$ cat config.mk
export PLATFORM = sky130hd
export DESIGN_NAME = shift_ctrl
export DESIGN_NICKNAME = d
export VERILOG_FILES = /design/src/rtl/shift_ctrl.sv
export SDC_FILE = /design/constraint.sdc
export NUM_CORES = 1
export LEC_CHECK = 0
export ABC_AREA = 1
export ABC_CLOCK_PERIOD_IN_PS = 4600
export CAP_MARGIN = 20
export CORE_MARGIN = 1.5
export CORE_UTILIZATION = 35
export DETAILED_ROUTE_END_ITERATION = 12
export SLEW_MARGIN = 5
export SYNTH_ARGS = -nofsm -noshare
export SYNTH_HDL_FRONTEND = slang
export SYNTH_SLANG_ARGS = --single-unit
export TNS_END_PERCENT = 20
$ cat constraint.sdc
create_clock -name clk -period 4.6 [get_ports clk]
set_input_delay 0.92 -clock clk [delete_from_list [all_inputs] [get_ports clk]]
set_output_delay 0.92 -clock clk [all_outputs]
set_load 0.01 [all_outputs]
$ cat src/rtl/shift_ctrl.sv
// Shift-unit control FSM: sequences IDLE -> LOAD -> SHIFT -> WRITE for one shift op,
// with flush abort and an illegal-op error pulse. All outputs are registered.
module shift_ctrl (
  input  logic       clk,
  input  logic       reset_n,
  input  logic       start,
  input  logic [2:0] op,
  input  logic       flush,
  output logic [1:0] shamt_sel,
  output logic       src_sel,
  output logic [2:0] shift_op,
  output logic       result_we,
  output logic       busy,
  output logic       done,
  output logic       err
);

  localparam int unsigned OP_W   = 3;
  localparam int unsigned SEL_W  = 2;
  localparam int unsigned SOP_W  = 3;

  localparam logic [OP_W-1:0]  OP_SLL     = OP_W'(3'b000);
  localparam logic [OP_W-1:0]  OP_SRL     = OP_W'(3'b001);
  localparam logic [OP_W-1:0]  OP_SRA     = OP_W'(3'b010);
  localparam logic [OP_W-1:0]  OP_SLLV    = OP_W'(3'b011);
  localparam logic [OP_W-1:0]  OP_SRAV    = OP_W'(3'b100);
  localparam logic [OP_W-1:0]  OP_LUI     = OP_W'(3'b101);
  localparam logic [OP_W-1:0]  OP_SLLX    = OP_W'(3'b110);
  localparam logic [OP_W-1:0]  OP_ILLEGAL = OP_W'(3'b111);

  localparam logic [SOP_W-1:0] SOP_HOLD   = SOP_W'(3'b000);
  localparam logic [SOP_W-1:0] SOP_LOAD   = SOP_W'(3'b001);
  localparam logic [SOP_W-1:0] SOP_LEFT   = SOP_W'(3'b010);
  localparam logic [SOP_W-1:0] SOP_RLOG   = SOP_W'(3'b011);
  localparam logic [SOP_W-1:0] SOP_RARI   = SOP_W'(3'b100);

  typedef enum logic [1:0] {
    S_IDLE  = 2'd0,
    S_LOAD  = 2'd1,
    S_SHIFT = 2'd2,
    S_WRITE = 2'd3
  } state_t;

  state_t           r_state;
  logic [OP_W-1:0]  r_op;

  state_t           w_state_nxt;
  logic [OP_W-1:0]  w_op_nxt;
  logic             w_err_nxt;
  logic [SEL_W-1:0] w_dec_shamt;
  logic             w_dec_src;
  logic [SOP_W-1:0] w_dec_dir;
  logic [SEL_W-1:0] w_shamt_nxt;
  logic             w_src_nxt;
  logic [SOP_W-1:0] w_sop_nxt;
  logic             w_we_nxt;
  logic             w_busy_nxt;
  logic             w_done_nxt;

  // Next state and op latch; flush overrides everything and blocks a start in IDLE.
  always_comb begin
    w_state_nxt = r_state;
    w_op_nxt    = r_op;
    w_err_nxt   = 1'b0;
    if (flush) begin
      w_state_nxt = S_IDLE;
    end else begin
      case (r_state)
        S_IDLE: begin
          if (start) begin
            if (op == OP_ILLEGAL) begin
              w_err_nxt = 1'b1;
            end else begin
              w_op_nxt    = op;
              w_state_nxt = S_LOAD;
            end
          end
        end
        S_LOAD:  w_state_nxt = S_SHIFT;
        S_SHIFT: w_state_nxt = S_WRITE;
        default: w_state_nxt = S_IDLE;
      endcase
    end
  end

  // Op decode of the op that will be held in the next cycle.
  always_comb begin
    w_dec_shamt = SEL_W'(2'b00);
    w_dec_src   = 1'b0;
    w_dec_dir   = SOP_HOLD;
    case (w_op_nxt)
      OP_SLL:  w_dec_dir = SOP_LEFT;
      OP_SRL:  w_dec_dir = SOP_RLOG;
      OP_SRA:  w_dec_dir = SOP_RARI;
      OP_SLLV: begin w_dec_shamt = SEL_W'(2'b01); w_dec_dir = SOP_LEFT; end
      OP_SRAV: begin w_dec_shamt = SEL_W'(2'b01); w_dec_dir = SOP_RARI; end
      OP_LUI:  begin w_dec_shamt = SEL_W'(2'b10); w_dec_src = 1'b1; w_dec_dir = SOP_LEFT; end
      OP_SLLX: begin w_dec_shamt = SEL_W'(2'b11); w_dec_dir = SOP_LEFT; end
      default: ;
    endcase
  end

  // Moore output decode from next state and next latched op, registered below.
  always_comb begin
    w_shamt_nxt = SEL_W'(2'b00);
    w_src_nxt   = 1'b0;
    w_sop_nxt   = SOP_HOLD;
    w_we_nxt    = 1'b0;
    w_busy_nxt  = 1'b0;
    w_done_nxt  = 1'b0;
    case (w_state_nxt)
      S_LOAD: begin
        w_shamt_nxt = w_dec_shamt;
        w_src_nxt   = w_dec_src;
        w_sop_nxt   = SOP_LOAD;
        w_busy_nxt  = 1'b1;
      end
      S_SHIFT: begin
        w_shamt_nxt = w_dec_shamt;
        w_src_nxt   = w_dec_src;
        w_sop_nxt   = w_dec_dir;
        w_busy_nxt  = 1'b1;
      end
      S_WRITE: begin
        w_shamt_nxt = w_dec_shamt;
        w_src_nxt   = w_dec_src;
        w_we_nxt    = 1'b1;
        w_busy_nxt  = 1'b1;
        w_done_nxt  = 1'b1;
      end
      default: ;
    endcase
  end

  always_ff @(posedge clk or negedge reset_n) begin
    if (!reset_n) begin
      r_state   <= S_IDLE;
      r_op      <= OP_SLL;
      shamt_sel <= SEL_W'(2'b00);
      src_sel   <= 1'b0;
      shift_op  <= SOP_HOLD;
      result_we <= 1'b0;
      busy      <= 1'b0;
      done      <= 1'b0;
      err       <= 1'b0;
    end else begin
      r_state   <= w_state_nxt;
      r_op      <= w_op_nxt;
      shamt_sel <= w_shamt_nxt;
      src_sel   <= w_src_nxt;
      shift_op  <= w_sop_nxt;
      result_we <= w_we_nxt;
      busy      <= w_busy_nxt;
      done      <= w_done_nxt;
      err       <= w_err_nxt;
    end
  end

endmodule

==> results.toml <==
[floorplanning]
die_h_um = 48.0
rows = 16
dieWidth_um = 48.0
ios = 17
start_util_pct = 36.5
fp.coreArea_um2 = 1940
die_area_um2 = 2300

[power_and_ir_drop]
power.density_nw_per_um2 = 584
ir_drop_mv = 0.262
power.total_mw = 0.544
leakage_nw = 0.457

[critical_path]
path_cells = "clkdlybuf4s50_1, nand3_1, nand2_1, a31oi_1, nor3_1, inv_1, ha_1, a21boi_1"
startpoint_type = "input pin"
crit_fanout = 4
cp_top_family = "simple AND/OR/NAND/NOR gates"
critPathRequiredTime_ps = 4760
crit_path_end_kind = "flip-flop"
worstSetupPathType = "input pin to flip-flop"
worst_ep_arrival_time_ps = 2750
slowest_delay_ps = 510
cp_slowest_cell = "clkdlybuf4s50_1"
crit_buf_inv = 2

[drt]
drt_first_pass_iters = 4
drt_iter0_drc = 10
vias_per_cell = 4.30
num_vias = 525
postRouteAntennaNets = 0
drc = 0
routedWlPerCell_um = 9.80
routed_wl_um = 1200

[global_routing]
track_usage_pct = 12.5
grt_overflow = 0
grt_pass1_vias = 490
grt_max_degree = 15
antenna_found_initial = 0
grt_first_pass_wirelength_um = 1990

[synth]
syn-cell-area_um2 = 708
ys_types = 19
synth_warnings = 0
postSynthNetCount = 89
ys_ff_latch = 14
seq_area_frac_synth_pct = 49.5
synth.avg_cell_area_um2 = 9.32
syn_inst = 76

[placed_design]
dp_hpwl_um = 932
gp_congestion = 0.754
io_buffers = 16
dp_slack_ps = 1760
dp_cells = 118
placed_area_um2 = 895

[sta]
finalSetupTns_ps = 0
slew_headroom_pct = 59.7
clock_skew_ps = 3.05
setup_ws_ps = 2010
period_needed_ps = 2590
tightest_slew_ps = 603
max_clock_freq_mhz = 386
slew_violations = 0
rsz0062_at_grt = "no"
setup_viol = 0
period_share_pct = 56.3
hold_violations = 0

[cts]
ctsResizeCount = 0
clock_latency_ps = 270
clkTransAtPathRegs_ps = 80
cts.sinks = 14
cts-htree-levels = 1
clockRootBuffer = "clkbuf_4"
post-cts-setup-buffers = 0
max-clock-path-buffers = 2
cts_tree = "done"
cts_buffers = 3
hold_buffers = 0

[layout]
final_layout_size_suffix_gt1_share_pct = 14.7
areaGrowthSynthToFinish_pct = 31.4
diodes = 0
final-instance-count-excl-fill = 122
fin_nets = 109
fillers = 193
finish.instance_area_um2 = 931

[hold_path]
worstHoldPathType = "flip-flop to flip-flop"

[run_status]
status = "complete, no violations"

[flow_run]
maxCapViolations = 0
-- registers in the layout, summed over array words and instances, names as in the netlist --
register,cells
err,1
shift_op,3
r_state,2
done,1
busy,1
shamt_sel,2
src_sel,1
r_op,3
-- worst register-to-register path, stage by stage (launching register included) --
cell and delay, ps:
dfrtp_1 410, inv_1 80, ha_1 200, a31oi_1 100, nor3_1 390, inv_1 130
ha_1 310, a21boi_1 130
-- cells in the mapped netlist --
library cell / instances / area share, %
a21boi_1: 1 / 1.1
a21oi_1: 3 / 2.1
a21oi_4: 2 / 4.6
a31oi_1: 1 / 0.88
buf_4: 1 / 1.1
dfrtp_1: 14 / 49
ha_1: 6 / 11
inv_1: 12 / 6.4
inv_2: 2 / 1.1
nand2_1: 12 / 6.4
nand2_2: 2 / 1.8
nand2_4: 1 / 1.6
nand3_1: 5 / 3.5
nor2_1: 7 / 3.7
nor2_2: 2 / 1.8
nor3_1: 2 / 1.4
o21ai_0: 1 / 0.71
o21ai_1: 1 / 0.71
or2_4: 1 / 1.2
-- cell type report --
cell class | instances | area [um^2] | area share (%)
clock buffers | 4 | 36.3 | 3.90
inverters | 14 | 52.6 | 5.65
multi-input cells | 47 | 298 | 32.0
flip-flops and latches | 14 | 350 | 37.6
well taps | 27 | 33.8 | 3.63
repair buffers | 16 | 160 | 17.2
-- metrics by stage --
step           hold WS [ps]  util [%]
6_report                580      47.9
5_1_grt                 596      47.9
4_1_cts                 585      47.9
3_5_place_dp            574      46.1
3_3_place_gp            561      46.1
2_1_floorplan           552         -
-- kinds of logic (layout without fill, tap and decap cells) --
| kind of cell | after synthesis | count (layout) | share of synthesized area [%] |
|---|---|---|---|
| AO/OA/AOI/OAI | 9 | 9 | 10.1 |
| buffers and inverters | 15 | 34 | 8.48 |
| adder cells (fa/ha/maj) | 6 | 6 | 10.6 |
| flip-flops | 14 | 14 | 49.5 |
| AND/OR/NAND/NOR | 32 | 32 | 21.4 |
-- per-layer routing --
layer / part of all wire [%] / vias up / track usage [%]
met4: 1.5 / 0 / 6.49
met2: 48 / 6 / 20.3
met1: 48 / 244 / 15.9
met5: 0 / - / 0
met3: 2.6 / 2 / 2.26
li1: - / 273 / -
-- final timing paths --
check                                     startpoint                      to  slack, ps  cells after the start
worst max-delay path                           op[1]   shift_op[0]$_DFF_PN0_       2010                      8
worst min-delay path               r_op[1]$_DFF_PN0_       r_op[1]$_DFF_PN0_        580                      2
worst max register to register  r_state[1]$_DFF_PN0_   shift_op[0]$_DFF_PN0_       2740                      7
worst min register to register     r_op[1]$_DFF_PN0_       r_op[1]$_DFF_PN0_        580                      2
max in group asynchronous                    reset_n  shamt_sel[0]$_DFF_PN0_       3180                      1
min in group asynchronous                    reset_n       r_op[0]$_DFF_PN0_       1030                      1
-- cell usage in the layout (no fill, tap or decap), types with 3 or more instances in the layout --
| master | netlist | final |
|---|---|---|
| clkdlybuf4s50_1 | 0 | 16 |
| dfrtp_1 | 14 | 14 |
| clkbuf_4 | 0 | 3 |
| ha_1 | 6 | 6 |
| inv_1 | 12 | 12 |
| a21oi_1 | 3 | 3 |
| nand2_1 | 12 | 12 |
| nor2_1 | 7 | 7 |
| nand3_1 | 5 | 5 |
-- power by group --
| part | leakage [nW] | total [mW] | switching [mW] | internal (mW) |
|---|---|---|---|---|
| logic | 0.255 | 0.279 | 0.158 | 0.121 |
| registers | 0.181 | 0.180 | 0.0144 | 0.166 |
| clock network | 0.0210 | 0.0847 | 0.0367 | 0.0480 |
(Power assumes the default switching activity.)
